**config.mk**
```make
export PLATFORM = sky130hd
export DESIGN_NAME = pipe_pc_de
export DESIGN_NICKNAME = d
export VERILOG_FILES = /design/src/rtl/pipe_pkg.sv /design/src/rtl/pipe_reg.sv /design/src/rtl/pipe_pc_de.sv
export SDC_FILE = /design/constraint.sdc
export NUM_CORES = 1
export LEC_CHECK = 0
export CAP_MARGIN = 20
export CORE_MARGIN = 1.5
export CORE_UTILIZATION = 30
export DETAILED_ROUTE_END_ITERATION = 8
export PLACE_DENSITY = 0.76
export SYNTH_ARGS = -nofsm -noshare
export SYNTH_HDL_FRONTEND = slang
export SYNTH_SLANG_ARGS = --single-unit
```
**constraint.sdc**
```tcl
create_clock -name clk -period 1 [get_ports clk]
set_clock_uncertainty 0.1 [all_clocks]
set_input_delay 0.2 -clock clk [delete_from_list [all_inputs] [get_ports clk]]
set_output_delay 0.2 -clock clk [all_outputs]
set_load 0.02 [all_outputs]
```
**src/rtl/pipe_pkg.sv**
```systemverilog
// Shared constants and types for the pipeline registers between the
// D/E, E/M and M/W stages of the MIPS32 core.
package pipe_pkg;

  localparam int unsigned PC_WIDTH = 32;

  typedef logic [PC_WIDTH-1:0] pc_t;

  // PC visible in every pipeline register while the core is held in reset.
  localparam pc_t RESET_PC_DEFAULT  = 32'h0000_3000;

  // PC carried by a bubble when the stage does not keep the stalled PC.
  localparam pc_t BUBBLE_PC_DEFAULT = 32'h0000_0000;

endpackage

```
**src/rtl/pipe_reg.sv**
```systemverilog
// Generic pipeline register: async active-low reset to a fixed value,
// and a synchronous clear that loads a caller-supplied value instead of d.
module pipe_reg #(
  parameter int unsigned         WIDTH     = 32,
  parameter logic [WIDTH-1:0]    RESET_VAL = '0
) (
  input  logic             clk,
  input  logic             reset,
  input  logic             clear,
  input  logic [WIDTH-1:0] clear_value,
  input  logic [WIDTH-1:0] d,
  output logic [WIDTH-1:0] q
);

  // Reset wins immediately; otherwise clear beats normal capture at the edge.
  always_ff @(posedge clk or negedge reset) begin
    if (!reset) begin
      q <= RESET_VAL;
    end else if (clear) begin
      q <= clear_value;
    end else begin
      q <= d;
    end
  end

endmodule

```
**src/rtl/pipe_pc_de.sv**
```systemverilog
// Decode->Execute PC register. A stall inserts a bubble into E; the bubble
// either keeps the D-stage PC (so EPC stays meaningful) or a fixed bubble PC.
module pipe_pc_de
  import pipe_pkg::*;
#(
  parameter int unsigned      WIDTH            = PC_WIDTH,
  parameter logic [WIDTH-1:0] RESET_PC         = WIDTH'(RESET_PC_DEFAULT),
  parameter bit               KEEP_PC_ON_STALL = 1'b1,
  parameter logic [WIDTH-1:0] BUBBLE_PC        = WIDTH'(BUBBLE_PC_DEFAULT)
) (
  input  logic             clk,
  input  logic             reset,
  input  logic             stopen,
  input  logic [WIDTH-1:0] PC_in,
  output logic [WIDTH-1:0] PC_out
);

  logic             bubble_clear;
  logic [WIDTH-1:0] bubble_value;

  // When the bubble keeps the PC, a stall captures exactly like a normal
  // cycle, so the clear path is only used when a fixed bubble PC is wanted.
  assign bubble_clear = KEEP_PC_ON_STALL ? 1'b0 : stopen;
  assign bubble_value = BUBBLE_PC;

  pipe_reg #(
    .WIDTH     (WIDTH),
    .RESET_VAL (RESET_PC)
  ) u_pc_reg (
    .clk         (clk),
    .reset       (reset),
    .clear       (bubble_clear),
    .clear_value (bubble_value),
    .d           (PC_in),
    .q           (PC_out)
  );

endmodule

```
==> results of run 1 <==
## through the flow
step | cells | power [mW] | hold slack (ns) | utilization, % | instance area, um2
2_1_floorplan | 32 | 1.49 | -0.196 | - | 803
3_3_place_gp | 129 | 1.78 | 0.457 | 60.3 | 1510
3_5_place_dp | 129 | 1.78 | 0.468 | 60.3 | 1510
4_1_cts | 137 | 2.55 | 0.117 | 64.2 | 1610
5_1_grt | 137 | 2.64 | 0.128 | 64.2 | 1610
6_report | 137 | 2.51 | 0.120 | 64.2 | 1610
## metal layers
metal | routed length [um] | global-route usage (%) | vias up
met1 | 519 | 11.5 | 259
met3 | 208 | 8.20 | 2
li1 | - | - | 244
met2 | 987 | 20.6 | 31
met5 | 0 | 0 | -
met4 | 15 | 8.75 | 0
## worst max-delay path by stage
stage,startpoint,end
2_1_floorplan,u_pc_reg.q[12],PC_out[12]
3_3_place_gp,u_pc_reg.q[12],PC_out[12]
3_5_place_dp,u_pc_reg.q[12],PC_out[12]
4_1_cts,u_pc_reg.q[13],PC_out[13]
5_1_grt,u_pc_reg.q[13],PC_out[13]
6_report,u_pc_reg.q[13],PC_out[13]
## final cells by class
class                 instances  area, um2
Timing Repair Buffer         67        706
Clock buffer                  8       58.8
Fill cell                   203        895
Sequential cell              32        803
Tap cell                     30       37.5
## synth_stat cells
master,n
dfrtp_1,30
dfstp_2,2
## repair_timing
item | CTS | global route
hold endpoints to repair | 0 | 0
cloned | 0 | 0
setup endpoints to repair | 32 | 32
resized for setup | 192 | 0
## power by group through the flow
stage | clock (mW) | combinational [mW] | sequential (mW)
global placement | 0 | 0.376 | 1.40
CTS | 0.762 | 0.395 | 1.39
finish | 0.729 | 0.388 | 1.39
floorplan | 0 | 0 | 1.49
detailed placement | 0 | 0.380 | 1.40
global route | 0.829 | 0.413 | 1.40
## cells by family after synthesis
kind of cell,Yosys count,synth area share (%)
flip-flops,32,100
==> impl_metrics.ini, run 1 <==
[run_status]
status = complete, but fails checks
failed_checks = negative setup slack

[global_route]
grt_max_degree = 18
grt-ovfl-total = 0
grt_pass1_wl_um = 2440
antenna_found_initial = 0
grt_pass1_vias = 563
grt.total_usage_pct = 12.8

[timing]
rsz0062_at_grt = true
fin_crit_ns = 1.25
tns_ns = -4.13
setup_ws_ns = -0.254
hold_viol_final = 0
max_freq_mhz = 797
relSlewSlack_pct = 86.3
min_period_over_period_pct = 125
setup_viol = 32
tightest_slew_ns = 0.205
slew_viol_final = 0

[place]
io_buffers = 65
gp_congestion = 0.580
pre_cts_slack_ns = -0.393

[job]
max-cap-violations = 0

[layout]
most-common-layout-cells = 33 x clkdlybuf4s50_1, 32 x buf_6, 30 x dfrtp_1, 5 x clkbuf_4
final_common_cell = clkdlybuf4s50_1
synthToLayoutAreaGrowth_pct = 99.8
largest_reg_flops = 32
num-multi-input-gates = 0
fin_nets = 141
drive_gt1_share_pct = 39.3
antennaDiodeCount = 0
largest_register = u_pc_reg.q
multi_input_area_um2 = 0
largestRegisters = u_pc_reg.q x32

[floorplanning]
row_count = 18
die-area_um2 = 3000
core_area_um2 = 2500
die_w_um = 54.7
initial_core_util_pct = 32.1
io_pins = 67
die_y_um = 54.7

[worst_hold_path]
hold_path.class = in2async

[clock_tree]
cts_max_path_buffers = 2
numCtsBuffers = 5
root_buffer = clkbuf_4
htree_levels = 2
clock-sinks = 32
clk_pin_slew_ns = 0.09
tritoncts = built
hold_buffers = 0
cts_setup_buffers = 0

[detailed_routing]
remaining_drc_errors = 0
drtIter0Drc = 4
detailroute.via_count = 536
vias_per_cell = 3.91
wl_um = 1730
first_pass_iters = 2
ant_nets = 0
wl_per_cell_um = 12.6

[critical_path]
required_ns = 0.70
arrival_ns = 0.95
path_cells = buf_6
critPathTopFamily = flip-flops
start_kind = flop
crit_path_end_kind = primary output
slowest_delay_ns = 0.54
crit_cells = 1
crit_fanout = 1
critPathKind = reg2out
path_buf_inv = 1
slowest_stage = dfstp_2

[power_and_ir_drop]
p_per_area_nw_per_um2 = 1560
p_seq_share_pct = 55.5
pwr-share-comb_pct = 15.5
p_leak_nw = 0.735
vdd_drop_max_mv = 1.26
switching_share_pct = 22.4
p_clk_share_pct = 29.0
p_int_mw = 1.95
p_switching_uw = 563

[synthesis]
syn_avg_cell_area_um2 = 25.1
ys_warn_count = 0
synth_area_um2 = 803
synth_area_leaders = dfrtp_1 93%, dfstp_2 6.5%
syn-instance-count = 32
synth.top_cell.area_share_pct = 93.5
syn-num-nets = 67
synth_top_cell_by_area = dfrtp_1
ys_seq_area_share_pct = 100
synth.distinct_cells = 2
synth_seq_cells = 32
(Power assumes the default switching activity.)
==> inputs of run 2 (changes only) <==
Settings changed: RECOVER_POWER set to 100.
==> impl_metrics.ini, run 2 (synthesis results as in run 1) <==
[place]
gp_congestion = 0.580
io_buffers = 65
place_inst = 129
pre_cts_slack_ns = -0.393
place_area_um2 = 1510

[critical_path]
start_kind = flop
required_ns = 0.70
critPathKind = reg2out
path_cells = buf_6
crit_path_end_kind = primary output
crit_fanout = 1
path_buf_inv = 1
arrival_ns = 0.95
crit_start = u_pc_reg.q[13]
critPathTopFamily = flip-flops
slowest_stage = dfstp_2
slowest_delay_ns = 0.54

[detailed_routing]
ant_nets = 0
first_pass_iters = 2
vias_per_cell = 3.90
drtIter0Drc = 4
wl_um = 1720
wl_per_cell_um = 12.5
detailroute.via_count = 534
remaining_drc_errors = 0

[worst_hold_path]
hold_path.class = in2async

[timing]
max_freq_mhz = 797
hold_viol_final = 0
min_period_over_period_pct = 125
tns_ns = -4.11
whs_ns = 0.247
setup_ws_ns = -0.254
slew_viol_final = 0
relSlewSlack_pct = 73.8
tightest_slew_ns = 0.392
setup_viol = 32
rsz0062_at_grt = true
fin_crit_ns = 1.25

[floorplanning]
die_w_um = 54.7
die-area_um2 = 3000
core_area_um2 = 2500
initial_core_util_pct = 32.1
die_y_um = 54.7
io_pins = 67
row_count = 18

[layout]
multi_input_area_um2 = 0
drive_gt1_share_pct = 39.3
fin_nets = 141
most-common-layout-cells = 33 x dlygate4sd3_1, 32 x buf_6, 30 x dfrtp_1, 5 x clkbuf_4
final_common_cell = dlygate4sd3_1
largest_reg_flops = 32
fin_area_um2 = 1600
largestRegisters = u_pc_reg.q x32
postLayoutCoreUtil_pct = 64.0
antennaDiodeCount = 0
final_cells = 137
largest_register = u_pc_reg.q
num-multi-input-gates = 0
synthToLayoutAreaGrowth_pct = 99.2

[global_route]
grt_pass1_wl_um = 2440
antenna_found_initial = 0
grt_pass1_vias = 563
grt_max_degree = 18
grt.total_usage_pct = 12.8
grt-ovfl-total = 0

[clock_tree]
tritoncts = built
numCtsBuffers = 5
clk_pin_slew_ns = 0.09
cts_max_path_buffers = 2
hold_buffers = 0
root_buffer = clkbuf_4
clock-sinks = 32
htree_levels = 2

[run_status]
failed_checks = negative setup slack
status = complete, but fails checks

[power_and_ir_drop]
fin_total_pwr_mw = 2.48
p_per_area_nw_per_um2 = 1550
vdd_drop_max_mv = 1.24
p_leak_nw = 0.743

[job]
max-cap-violations = 0
==> run 2: path summary, 6_finish.rpt <==
path,endpoint,cells past startpoint
max in group asynchronous,u_pc_reg.q[13],2
max,PC_out[13],1
min,u_pc_reg.q[31],2
min in group clk,u_pc_reg.q[12],1
==> run 2: layer usage <==
metal / share of wire, % / track usage (%) / vias to the layer above
li1: - / - / 244
met1: 30 / 11.5 / 257
met2: 57 / 20.6 / 31
met3: 12 / 8.20 / 2
met4: 0.87 / 8.75 / 0
met5: 0 / 0 / -
==> run 2: final cells by class <==
type	count	area, um2
clock buffer	8	58.8
fill	205	900
sequential	32	803
tap	30	37.5
timing repair buffer	67	701
==> run 2: repair_timing <==
| action | CTS | global route |
|---|---|---|
| setup buffers | 0 | 0 |
| gates cloned | 0 | 0 |
| gates resized for setup | 192 | 0 |
| setup endpoints to repair | 32 | 32 |
==> run 2: power by group <==
group | internal [mW] | switching, mW | leakage (nW) | total, mW
Clock | 0.347 | 0.380 | 0.0326 | 0.727
Sequential | 1.36 | 0.0308 | 0.371 | 1.39
Combinational | 0.210 | 0.149 | 0.340 | 0.360
Total | 1.92 | 0.560 | 0.743 | 2.48
==> inputs of run 3 (changes only) <==
Settings changed: CORE_UTILIZATION 30 to 39, PLACE_DENSITY 0.76 to 0.78, SYNTH_HIERARCHICAL set to 1.
==> impl_metrics.ini, run 3 <==
[layout]
drive_gt1_share_pct = 40.7
fillCellCount = 274
synthToLayoutAreaGrowth_pct = 63.0
antennaDiodeCount = 0
largest_reg_flops = 32
fin_area_um2 = 2200
largest_register = u_pc_reg/q
final_cells = 218
largestRegisters = u_pc_reg/q x32
final_common_cell = conb_1
most-common-layout-cells = 33 x conb_1, 32 x buf_6, 30 x dfrtp_1, 29 x dlygate4sd3_1, 26 x mux2_4
fin_nets = 206
postLayoutCoreUtil_pct = 66.0

[clock_tree]
htree_levels = 2
root_buffer = clkbuf_4
hold_buffers = 0
tritoncts = built
cts_max_path_buffers = 2
cts_setup_buffers = 0
clk_pin_slew_ns = 0.09
numCtsBuffers = 5
clock-sinks = 32

[detailed_routing]
first_pass_iters = 3
remaining_drc_errors = 0
vias_per_cell = 3.98
wl_per_cell_um = 12.3
ant_nets = 0
wl_um = 2680
detailroute.via_count = 868
drtIter0Drc = 7

[timing]
min_period_over_period_pct = 127
tns_ns = -4.54
max_freq_mhz = 789
slew_viol_final = 0
fin_crit_ns = 1.27
setup_ws_ns = -0.267
hold_viol_final = 0
setup_viol = 32
whs_ns = 0.221
rsz0062_at_grt = true

[synthesis]
synth_ff_type = dfrtp_1
synth_seq_cells = 32
ys_seq_area_share_pct = 59.4
synth_top_cell_by_area = dfrtp_1
syn_avg_cell_area_um2 = 19.6
synth_common_cells = 30 x dfrtp_1, 30 x mux2_4, 3 x buf_12
synth_area_um2 = 1350
synth.top_cell.area_share_pct = 55.6
syn-instance-count = 69
postSynth.asyncResetShare_pct = 100
synth-edff-count = 0
synth.distinct_cells = 7
synth_area_leaders = dfrtp_1 56%, mux2_4 33%, buf_12 4.4%
ys_warn_count = 6

[critical_path]
critPathTopFamily = flip-flops
arrival_ns = 0.97
start_kind = flop
path_buf_inv = 1
path_cells = buf_6
required_ns = 0.70
slowest_delay_ns = 0.54
slowest_stage = dfstp_2
crit_path_end_kind = primary output
crit_fanout = 1
critPathKind = reg2out

[global_route]
grt_pass1_vias = 821
antenna_found_initial = 0
grt-ovfl-total = 0
grt_pass1_wl_um = 3790
grt.total_usage_pct = 14.7
grt_max_degree = 33

[place]
hpwl_um = 1870
place_area_um2 = 2140
io_buffers = 65
gp_congestion = 0.564
pre_cts_slack_ns = -0.391
place_inst = 210

[worst_hold_path]
hold_path.class = in2async

[floorplanning]
core_area_um2 = 3340
die_w_um = 61.9
io_pins = 67
row_count = 21
initial_core_util_pct = 40.5
die_y_um = 61.9
die-area_um2 = 3830

[power_and_ir_drop]
p_leak_nw = 1.09
fin_total_pwr_mw = 2.89
p_per_area_nw_per_um2 = 1310
vdd_drop_max_mv = 0.780

[run_status]
failed_checks = negative setup slack
status = complete, but fails checks

[job]
max-cap-violations = 0
-- run 3: changes by cell type in the layout (fill, tap and decap cells not counted), sizes merged --
cell,before,now
conb,0,33
mux2,0,32
clkdlybuf4s50,0,4
dlygate4sd3,33,29
-- run 3: area by class of cell --
cell class | instances | area [um2] | share of cell area, %
sequential | 32 | 803 | 36.5
timing repair buffer | 67 | 701 | 31.8
multi-input combinational | 65 | 582 | 26.4
clock buffer | 8 | 58.8 | 2.67
tap | 46 | 57.6 | 2.61
-- run 3: power breakdown --
part	internal, mW	switching (mW)	leakage, nW	total, mW
registers	1.40	0.0470	0.371	1.44
logic	0.412	0.288	0.683	0.700
clock network	0.347	0.397	0.0326	0.744
total	2.15	0.732	1.09	2.89
-- run 3: timing repair --
| item | CTS | global route |
|---|---|---|
| pin swaps | 0 | 0 |
| endpoints found under the setup margin | 32 | 32 |
| gates resized for setup | 192 | 0 |
-- run 3: worst max path at each step --
stage | startpoint | to | slack, ns | cells after the start
floorplan | u_pc_reg/q[12] | PC_out[12] | 0.15 | 0
global placement | u_pc_reg/q[12] | PC_out[12] | -0.38 | 1
detailed placement | u_pc_reg/q[12] | PC_out[12] | -0.39 | 1
CTS | u_pc_reg/q[12] | PC_out[12] | -0.28 | 1
global route | u_pc_reg/q[12] | PC_out[12] | -0.31 | 1
finish | u_pc_reg/q[12] | PC_out[12] | -0.27 | 1
-- run 3: layer usage --
| layer | vias up | wire length, um | global-route usage (%) |
|---|---|---|---|
| met5 | - | 0 | 0 |
| met2 | 42 | 1410 | 25.1 |
| met1 | 416 | 1020 | 15.7 |
| li1 | 406 | - | - |
| met4 | 0 | 35 | 6.38 |
| met3 | 4 | 213 | 6.83 |
-- run 3: cells by family (layout without fill, tap and decap cells) --
logic type | count (synthesis) | count (layout) | synth area share, %
flip-flops | 32 | 32 | 59.4
buffers and inverters | 4 | 75 | 5.28
other | 1 | 33 | 0.278
multiplexers | 32 | 32 | 35.0
